[config.mk]
export PLATFORM = sky130hd
export DESIGN_NAME = eye_center_finder
export DESIGN_NICKNAME = d
export VERILOG_FILES = /design/src/rtl/eye_center_finder.sv
export SDC_FILE = /design/constraint.sdc
export NUM_CORES = 1
export LEC_CHECK = 0
export ABC_CLOCK_PERIOD_IN_PS = 5930
export CORE_AREA = 2 2 72 74
export CTS_CLUSTER_DIAMETER = 50
export CTS_CLUSTER_SIZE = 40
export DETAILED_ROUTE_END_ITERATION = 6
export DIE_AREA = 0 0 74 76
export GPL_TIMING_DRIVEN = 1
export HOLD_SLACK_MARGIN = 0.06
export PLACE_DENSITY = 0.82
export SYNTH_ARGS = -nofsm -noshare
export SYNTH_HDL_FRONTEND = slang
export SYNTH_SLANG_ARGS = --single-unit
[constraint.sdc]
create_clock -name CLK -period 5.93 [get_ports CLK]
set_input_delay 0.8895 -clock CLK [delete_from_list [all_inputs] [get_ports CLK]]
set_output_delay 0.8895 -clock CLK [all_outputs]
set_load 0.05 [all_outputs]
[src/rtl/eye_center_finder.sv]
`default_nettype none
// ============================================================================
// Module   : eye_center_finder
// Purpose  : Takes one packed vector of per-delay-tap error counts, scans the
//            taps one per cycle, finds the widest contiguous run of good taps
//            (count <= THRESHOLD, earliest run wins ties) and reports that
//            run's centre tap and width.
// Revision : 1.0 - initial release
// ============================================================================
module eye_center_finder #(
  parameter  int COUNT_WIDTH = 8,
  parameter  int DELAY_TAPS  = 4,
  parameter  int THRESHOLD   = 0,
  localparam int TAP_WIDTH   = (DELAY_TAPS > 1) ? $clog2(DELAY_TAPS) : 1
) (
  input  logic                              CLK,
  input  logic                              RSTN,
  input  logic                              I_STB,
  input  logic [DELAY_TAPS*COUNT_WIDTH-1:0] I_DAT,
  output logic                              O_BUSY,
  output logic                              O_STB,
  output logic                              O_VALID,
  output logic [TAP_WIDTH-1:0]              O_TAP,
  output logic [TAP_WIDTH:0]                O_WIDTH
);

  localparam logic [1:0] S_IDLE = 2'd0;
  localparam logic [1:0] S_SCAN = 2'd1;
  localparam logic [1:0] S_DONE = 2'd2;

  localparam logic [TAP_WIDTH-1:0]   C_LAST  = TAP_WIDTH'(DELAY_TAPS - 1);
  localparam logic [COUNT_WIDTH-1:0] C_THRESH = COUNT_WIDTH'(THRESHOLD);

  logic [1:0]                        r_state;
  logic [1:0]                        w_next;
  logic [DELAY_TAPS*COUNT_WIDTH-1:0] r_shadow;
  logic [TAP_WIDTH-1:0]              r_k;       // tap being fetched
  logic                              r_eval;    // a fetched tap is waiting in r_good
  logic                              r_good;    // good flag of tap r_ek
  logic                              r_last;    // r_ek is the last tap
  logic [TAP_WIDTH-1:0]              r_ek;      // index of the tap being evaluated
  logic [TAP_WIDTH-1:0]              r_cur_start;
  logic [TAP_WIDTH:0]                r_cur_len;
  logic [TAP_WIDTH-1:0]              r_best_start;
  logic [TAP_WIDTH:0]                r_best_len;
  logic                              r_valid;
  logic [TAP_WIDTH-1:0]              r_tap;
  logic [TAP_WIDTH:0]                r_width;

  logic [COUNT_WIDTH-1:0]            w_tap;
  logic                              w_tap_good;
  logic [TAP_WIDTH:0]                w_len_inc;
  logic [TAP_WIDTH-1:0]              w_open_start;
  logic                              w_close;
  logic [TAP_WIDTH:0]                w_close_len;
  logic [TAP_WIDTH-1:0]              w_close_start;
  logic                              w_upd;
  logic [TAP_WIDTH:0]                w_fin_len;
  logic [TAP_WIDTH-1:0]              w_fin_start;
  logic [TAP_WIDTH:0]                w_ctr;

  // State register; reset aborts any scan in progress.
  always_ff @(posedge CLK or negedge RSTN) begin
    if (!RSTN) r_state <= S_IDLE;
    else       r_state <= w_next;
  end

  // Next-state decode and status outputs.
  always_comb begin
    w_next = r_state;
    O_BUSY = 1'b0;
    O_STB  = 1'b0;
    case (r_state)
      S_IDLE: if (I_STB) w_next = S_SCAN;
      S_SCAN: begin
        O_BUSY = 1'b1;
        if (r_eval && r_last) w_next = S_DONE;
      end
      S_DONE: begin
        O_BUSY = 1'b1;
        O_STB  = 1'b1;
        w_next = S_IDLE;
      end
      default: w_next = S_IDLE;
    endcase
  end

  // Run bookkeeping for the tap held in r_good, including closing the run
  // on a bad tap or on the last tap, and the final centre computation.
  always_comb begin
    w_tap         = r_shadow[r_k*COUNT_WIDTH +: COUNT_WIDTH];
    w_tap_good    = (w_tap <= C_THRESH);
    w_len_inc     = r_cur_len + 1'b1;
    w_open_start  = (r_cur_len == '0) ? r_ek : r_cur_start;
    w_close       = !r_good || r_last;
    w_close_len   = r_good ? w_len_inc : r_cur_len;
    w_close_start = r_good ? w_open_start : r_cur_start;
    w_upd         = w_close && (w_close_len > r_best_len);
    w_fin_len     = w_upd ? w_close_len : r_best_len;
    w_fin_start   = w_upd ? w_close_start : r_best_start;
    w_ctr         = {1'b0, w_fin_start} + ((w_fin_len - 1'b1) >> 1);
  end

  // Datapath: capture on strobe, fetch one tap per cycle, track runs one
  // cycle behind the fetch, and load the result registers on entry to DONE.
  always_ff @(posedge CLK or negedge RSTN) begin
    if (!RSTN) begin
      r_shadow     <= '0;
      r_k          <= '0;
      r_eval       <= 1'b0;
      r_good       <= 1'b0;
      r_last       <= 1'b0;
      r_ek         <= '0;
      r_cur_start  <= '0;
      r_cur_len    <= '0;
      r_best_start <= '0;
      r_best_len   <= '0;
      r_valid      <= 1'b0;
      r_tap        <= '0;
      r_width      <= '0;
    end else if (r_state == S_IDLE) begin
      if (I_STB) begin
        r_shadow     <= I_DAT;
        r_k          <= '0;
        r_eval       <= 1'b0;
        r_good       <= 1'b0;
        r_last       <= 1'b0;
        r_ek         <= '0;
        r_cur_start  <= '0;
        r_cur_len    <= '0;
        r_best_start <= '0;
        r_best_len   <= '0;
      end
    end else if (r_state == S_SCAN) begin
      r_good <= w_tap_good;
      r_last <= (r_k == C_LAST);
      r_ek   <= r_k;
      r_eval <= 1'b1;
      if (r_k != C_LAST) r_k <= r_k + 1'b1;
      if (r_eval) begin
        if (r_good) begin
          r_cur_start <= w_open_start;
          r_cur_len   <= w_len_inc;
        end else begin
          r_cur_len   <= '0;
        end
        if (w_upd) begin
          r_best_start <= w_close_start;
          r_best_len   <= w_close_len;
        end
        if (r_last) begin
          r_valid <= (w_fin_len != '0);
          r_width <= w_fin_len;
          r_tap   <= (w_fin_len == '0) ? '0 : w_ctr[TAP_WIDTH-1:0];
        end
      end
    end
  end

  assign O_VALID = r_valid;
  assign O_TAP   = r_tap;
  assign O_WIDTH = r_width;

endmodule
`default_nettype wire

==> summary.txt, run 1 <==
Die Ht = 76 um
Compound-Gate Fraction of Synth Area = 10.6%
Initial core utilization = 54.5%
H-tree depth = 3
Longest Clk Path Bufs = 2
Final hold slack = 0.478 ns
Area share of and/or/nand/nor cells after synthesis = 10.2%
Max IR drop VDD = 0.245 mV
Synthesized flop and latch total = 57
Via count = 1,796
Total die area = 5620 sq um
Critical-path cell with the highest stage delay = dfrtp_1
Final std cells w/o fill = 344
Final setup vio count = 0
DR WL met2 = 2.25 mm
Max-slew violation count = 0
Worst hold path type = flop to flop
Row cnt = 26
Top FF cell, synth = dfrtp_1
Top cells by area, synth = dfrtp_1, mux2_2, ha_1, nand2_1, a22o_1
Share of cells above drive strength 1 = 21.2%
Synth top area share = 53.3%
Final GP Congestion = 0.846
Max-slew headroom = 54.0%
Net Count, Synth = 268
Mapped cell area = 2680 sq um
Fmax = 260 MHz
ANT nets after route = 0
Final Hold Viols = 0
Critical Path RT = 6.15 ns
GRT Resource Usage Total = 18.6%
Via/cell ratio = 5.22
Worst-Margin Slew = 0.689 ns
Power Total = 1.47 mW
M1 WL = 2.13 mm
Critical-path cell list = inv_1, ha_1, mux2_2, ha_1, nor2b_1, o32a_2, and2_1, nand2_1, o21ai_0, ha_1, inv_1, ha_1, or3_1, a22o_1, nand2_1, xnor2_1, a22o_1
Setup ws final = 2.08 ns
EDFF count, synth = 0
Placed cells = 329
First-pass GRT wire length = 7.94 mm
Post-cts repair resize count = 0
Register-to-register setup slack = 2.08 ns
RSZ-0062 raised after global routing = no
Adder-Cell Fraction of Synth Area = 5.61%
Drt first-iter violations = 84
Largest net degree at the start of global routing = 58
Antenna diodes = 0
Final WL = 4.64 mm
Yosys warnings = 0
Max-cap violations = 0
TritonCTS buffer count = 9
Top Layer Used = met4
Total Nets Final = 317
I/O Buffers = 42
Clock Skew = 0.00625 ns
Pre-CTS setup slack = 2.10 ns
CTS tree = yes
Most common cell after layout, fill and taps aside = dfrtp_1
Status = completed
Crit share post-route = 65.0%
Crit-path leading delay family = adder cells
Worst-Skew Late Latency = 0.33 ns
Post-CTS Setup Inserts = 0
Delay of the slowest critical-path stage = 0.37 ns
Most frequent cells in the layout = dfrtp_1, clkdlybuf4s50_1, mux2_2
Cell area power density = 437 nW/um^2
Wire per inst = 13.5 um
CTS root buf = clkbuf_8
Setup TNS = 0 ns
Dpl hpwl = 3.34 mm
Core ar. = 4910 sq um
Synth cell types = 36
Post-Synth XOR/XNOR Area = 2.34%
CP Class = flop to flop
CP max FO = 10
Critical path buffer and inverter count = 2
Initial antenna violation count = 0
# hold bufs at CTS = 0
Most common cell on crit path = ha_1
Die X = 74 um
Critical Path Sink Type = flop
P&R area growth vs syn = 25.5%
Vias in the first global route = 1,815
Worst-path clk slew = 0.06 ns
Gate Count Post-Synth = 221
Asr flop ratio synth = 100%
Remaining global-route overflow = 0
Seq/Total Area, Yosys = 53.3%
Synth Area per Inst = 12.1 sq um
# clock sinks = 57
LEAKAGE = 1.45 nW
CP Launch Type = flop
Met3 wire len = 215 um
First-pass detailed-route iteration total = 4
Minimum clock period = 3.85 ns
Mux contribution to synthesized area = 15.5%
Number of top-level pins = 43
DRC viols = 0
Largest family of logic cells by synthesized area = multiplexers
Leading area contributor after synthesis = dfrtp_1
CP arrival = 4.07 ns
## tightest hold or removal path: cells and delay by family, from the launching register on
kind,cells,cell delay [ns]
and+or+nand+nor,1,0.05
DFF,1,0.34
AOI/OAI and AO/OA,1,0.06
## per-stage QoR
step | utilization [%] | area, sq um
after floorplan | - | 2680
after global placement | 64.4 | 3160
after detailed placement | 64.4 | 3160
after CTS | 68.3 | 3360
after global routing | 68.3 | 3360
final | 68.3 | 3360
## metal layers
layer	vias to the layer above	track usage, %
li1	893	-
met1	858	23.8
met2	41	27.9
met3	4	7.41
met4	0	7.64
met5	-	0
## cell type report
cell class	count	area, sq um
inverters	9	33.8
multi-input cells	149	1180
clock inverters	3	40.0
clock buffers	12	155
well taps	70	87.6
flip-flops and latches	57	1430
fillers	365	1560
repair buffers	44	430
## cells in the mapped netlist (3+ instances only)
library cell  instances
a21oi_1               9
a22o_1                7
buf_1                 4
dfrtp_1              57
ha_1                 12
inv_1                 9
mux2_2               33
mux2i_1               3
nand2_1              21
nand3_1               8
nor2_1                4
nor2b_1               4
nor4_1                6
o21a_1                3
o21ai_0              12
xnor2_1               4
## power by group
group / switching, mW / total [mW] / internal, mW
sequential: 0.0879 / 0.618 / 0.530
combinational: 0.244 / 0.493 / 0.249
clock: 0.143 / 0.356 / 0.213
## state kept, by name, summed over array words and instances (netlist names), 2 cells and up
name and flops:
O_TAP 2, O_WIDTH 3, r_best_len 3, r_best_start 2
r_cur_len 3, r_cur_start 2, r_ek 2, r_k 2
r_shadow 32, r_state 2
## path summary, 6_finish.rpt
path | startpoint | endpoint | cells past startpoint
min in group asynchronous | RSTN | r_state[1] | 2
max in group asynchronous | RSTN | r_best_start[1] | 2
max | r_cur_len[0] | O_TAP[1] | 17
max reg2reg | r_cur_len[0] | O_TAP[1] | 17
min | O_WIDTH[2] | O_WIDTH[2] | 2
min reg2reg | O_WIDTH[2] | O_WIDTH[2] | 2
## kinds of logic (layout without fill, tap and decap cells)
kind of cell / Yosys count / after routing
flops: 57 / 57
xor+xnor: 5 / 5
fa+ha+maj: 12 / 12
mux: 37 / 37
simple gates: 53 / 53
compound gates: 42 / 42
buf+inv: 15 / 68
(Power assumes the default switching activity.)
==> run 2: changes to the inputs <==
Settings changed: ABC_CLOCK_PERIOD_IN_PS 5930 to 3950, CORE_AREA 2 2 72 74 to 2 2 75 77, DIE_AREA 0 0 74 76 to 0 0 77 79, PLACE_DENSITY 0.82 to 0.76.
Clock period 5.93 ns to 3.95 ns, I/O delays scaled along.
==> summary.txt, run 2 (synthesized netlist as in run 1, its figures left out) <==
Status = completed
Most common cell on crit path = ha_1
Max reg flops = 32 (unchanged)
Dpl hpwl = 3.45 mm (+3.2%)
ANT nets after route = 0 (unchanged)
H-tree depth = 3 (unchanged)
Final design utilization = 63.4% (-5.0 points)
Wire per inst = 13.8 um (+2.5%)
Most frequent cells in the layout = dfrtp_1, clkdlybuf4s50_1, mux2_2
Worst-Skew Late Latency = 0.33 ns (about the same)
Max-slew violation count = 0 (unchanged)
Share of cells above drive strength 1 = 22.9% (+1.7 points)
FILL cells = 450 (+23%)
Sequential group share of total power = 42.6% (+0.5 points)
RSZ-0062 raised after global routing = no
Final WL = 4.87 mm (+4.9%)
Delay of the slowest critical-path stage = 0.42 ns (+0.05 ns)
CP Class = flop to flop
Antenna diodes = 0 (unchanged)
Max-slew headroom = 53.5% (-0.53 points)
Number of top-level pins = 43 (unchanged)
Die Ht = 79 um (+3.9%)
I/O Buffers = 42 (unchanged)
Register-to-register setup slack = 0.24 ns (-1.83 ns)
Drt first-iter violations = 99 (+18%)
DRC viols = 0 (unchanged)
Final Hold Viols = 0 (unchanged)
Initial core utilization = 50.1% (-4.3 points)
Final GP Congestion = 0.828 (-2.0%)
Remaining global-route overflow = 0 (unchanged)
CTS root buf = clkbuf_8
Worst-Margin Slew = 0.697 ns (+0.00800 ns)
Final setup vio count = 0 (unchanged)
Worst hold path type = input pin to async pin
Minimum clock period = 3.71 ns (-0.148 ns)
R2r startpoint = r_cur_len[1]
First-pass GRT wire length = 8.59 mm (+8.3%)
Setup TNS = 0 ns (unchanged)
TritonCTS buffer count = 9 (unchanged)
CP arrival = 3.92 ns (-0.15 ns)
Via count = 1,835 (+2.2%)
Sw Share = 33.4% (+1.0 points)
Initial antenna violation count = 0 (unchanged)
Most common cell after layout, fill and taps aside = dfrtp_1
Power Total = 2.18 mW (+49%)
P&R area growth vs syn = 26.4%
First-pass detailed-route iteration total = 4 (unchanged)
Clock Skew = 0.00605 ns (-0.000203 ns)
Core ar. = 5340 sq um (+8.7%)
Vias in the first global route = 1,871 (+3.1%)
Reg2reg path depth = 17 (unchanged)
Internal = 1.45 mW (+46%)
Max-cap violations = 0 (unchanged)
# clock sinks = 57 (unchanged)
Largest net degree at the start of global routing = 32 (-45%)
Total die area = 6080 sq um (+8.2%)
Total Nets Final = 322 (+1.6%)
R2r endpoint = O_TAP[1]
Fmax = 270 MHz (+4.0%)
Biggest register = r_shadow
Placed cells = 332 (+0.91%)
GRT Resource Usage Total = 18.1% (-0.45 points)
Row cnt = 27 (+3.8%)
CP Launch Type = flop
Max IR drop VDD = 0.422 mV (+72%)
Critical-path cell with the highest stage delay = o32a_2
Cell area power density = 644 nW/um^2 (+47%)
Critical-path cell list = inv_1, ha_1, mux2_4, ha_1, nor2b_1, o32a_2, and2_4, nor2_1, a21oi_1, ha_1, inv_1, ha_1, or3_1, a22o_1, nand2_1, xnor2_1, a22o_1
Die X = 77 um (+4.1%)
Final std cells w/o fill = 352 (+2.3%)
Longest Clk Path Bufs = 2 (unchanged)
Worst-path clk slew = 0.07 ns (about the same)
Critical Path RT = 4.17 ns (-1.98 ns)
Critical Path Sink Type = flop
Sw power = 0.726 mW (+53%)
Crit share post-route = 93.8% (+29 points)
CTS tree = yes
LEAKAGE = 1.47 nW (+1.3%)
Clock Power Share = 21.9% (-2.4 points)
Via/cell ratio = 5.21 (-0.15%)
Comb power frac = 35.5% (+1.9 points)
CP max FO = 5 (-5)
-- run 2: cell count changes in the layout (fill, tap and decap cells not counted) --
cell | previous run | this run
and2_1 | 2 | 1
bufinv_16 | 1 | 0
o21ai_0 | 12 | 11
buf_4 | 2 | 7
and2_4 | 0 | 1
mux2_4 | 0 | 1
clkbuf_1 | 1 | 2
o21ai_1 | 0 | 1
clkinv_2 | 2 | 3
mux2_2 | 33 | 32
-- run 2: how the worst max path moves through the flow --
stage / endpoint / startpoint / cells after the start
after CTS: O_TAP[1] / r_cur_len[1] / 17
after global placement: O_TAP[1] / r_cur_len[0] / 17
after floorplan: O_TAP[1] / r_cur_len[0] / 18
after global routing: O_TAP[1] / r_cur_len[1] / 17
final: O_TAP[1] / r_cur_len[1] / 17
after detailed placement: O_TAP[1] / r_cur_len[0] / 17
-- run 2: metrics by stage --
step	setup WS, ns	hold WS, ns	area (sq um)
2_1_floorplan	0.356	0.297	2680
3_3_place_gp	0.364	0.463	3170
3_5_place_dp	0.255	0.465	3170
4_1_cts	0.225	0.317	3350
5_1_grt	0.00307	0.350	3380
6_report	0.244	0.307	3380
-- run 2: power groups by stage --
stage	sequential [mW]	clock (mW)	combinational [mW]
floorplan	0.924	0	0.576
global placement	0.927	0	0.735
detailed placement	0.935	0	0.755
CTS	0.926	0.492	0.759
global route	0.955	0.524	0.872
finish	0.927	0.477	0.773
-- run 2: layout make-up --
| type | instances | area (sq um) | share of cell area [%] |
|---|---|---|---|
| multi-input combinational | 149 | 1190 | 35.2 |
| sequential | 57 | 1430 | 42.2 |
| tap | 72 | 90.1 | 2.66 |
| timing repair buffer | 49 | 468 | 13.8 |
| clock inverter | 3 | 15.0 | 0.444 |
| inverter | 9 | 33.8 | 0.999 |
| clock buffer | 13 | 159 | 4.70 |
-- run 2: timing repair --
| action | 4_1_cts | 5_1_grt |
|---|---|---|
| resized for setup | 0 | 4 |
| endpoints found under the setup margin | 0 | 1 |
| hold buffers | 0 | 0 |
| setup buffers | 0 | 4 |
| hold endpoints to repair | 0 | 0 |
-- run 2: critical path: cells and delay by family, from the launching register on --
kind,cells,cell delay [ns]
AOI/OAI and AO/OA,4,0.87
DFF,1,0.40
and+or+nand+nor,5,0.78
muxes,1,0.30
buffers and inverters,2,0.11
xor gates and xnor gates,1,0.06
adders and majority gates,4,1.06
-- run 2: layer usage --
metal / wire, um / vias to the layer above / GRT usage (%)
met1: 2250 / 890 / 23.7
met2: 2350 / 36 / 27.8
met5: 0 / - / 0
li1: - / 903 / -
met3: 214 / 6 / 6.14
met4: 49 / 0 / 7.50
==> run 3: changes to the inputs <==
Settings changed: ABC_CLOCK_PERIOD_IN_PS 3950 to default, GPL_ROUTABILITY_DRIVEN from default to 0.
==> results of run 3 <==
No change in the layout: final DEF, timing and power equal those of run 2.
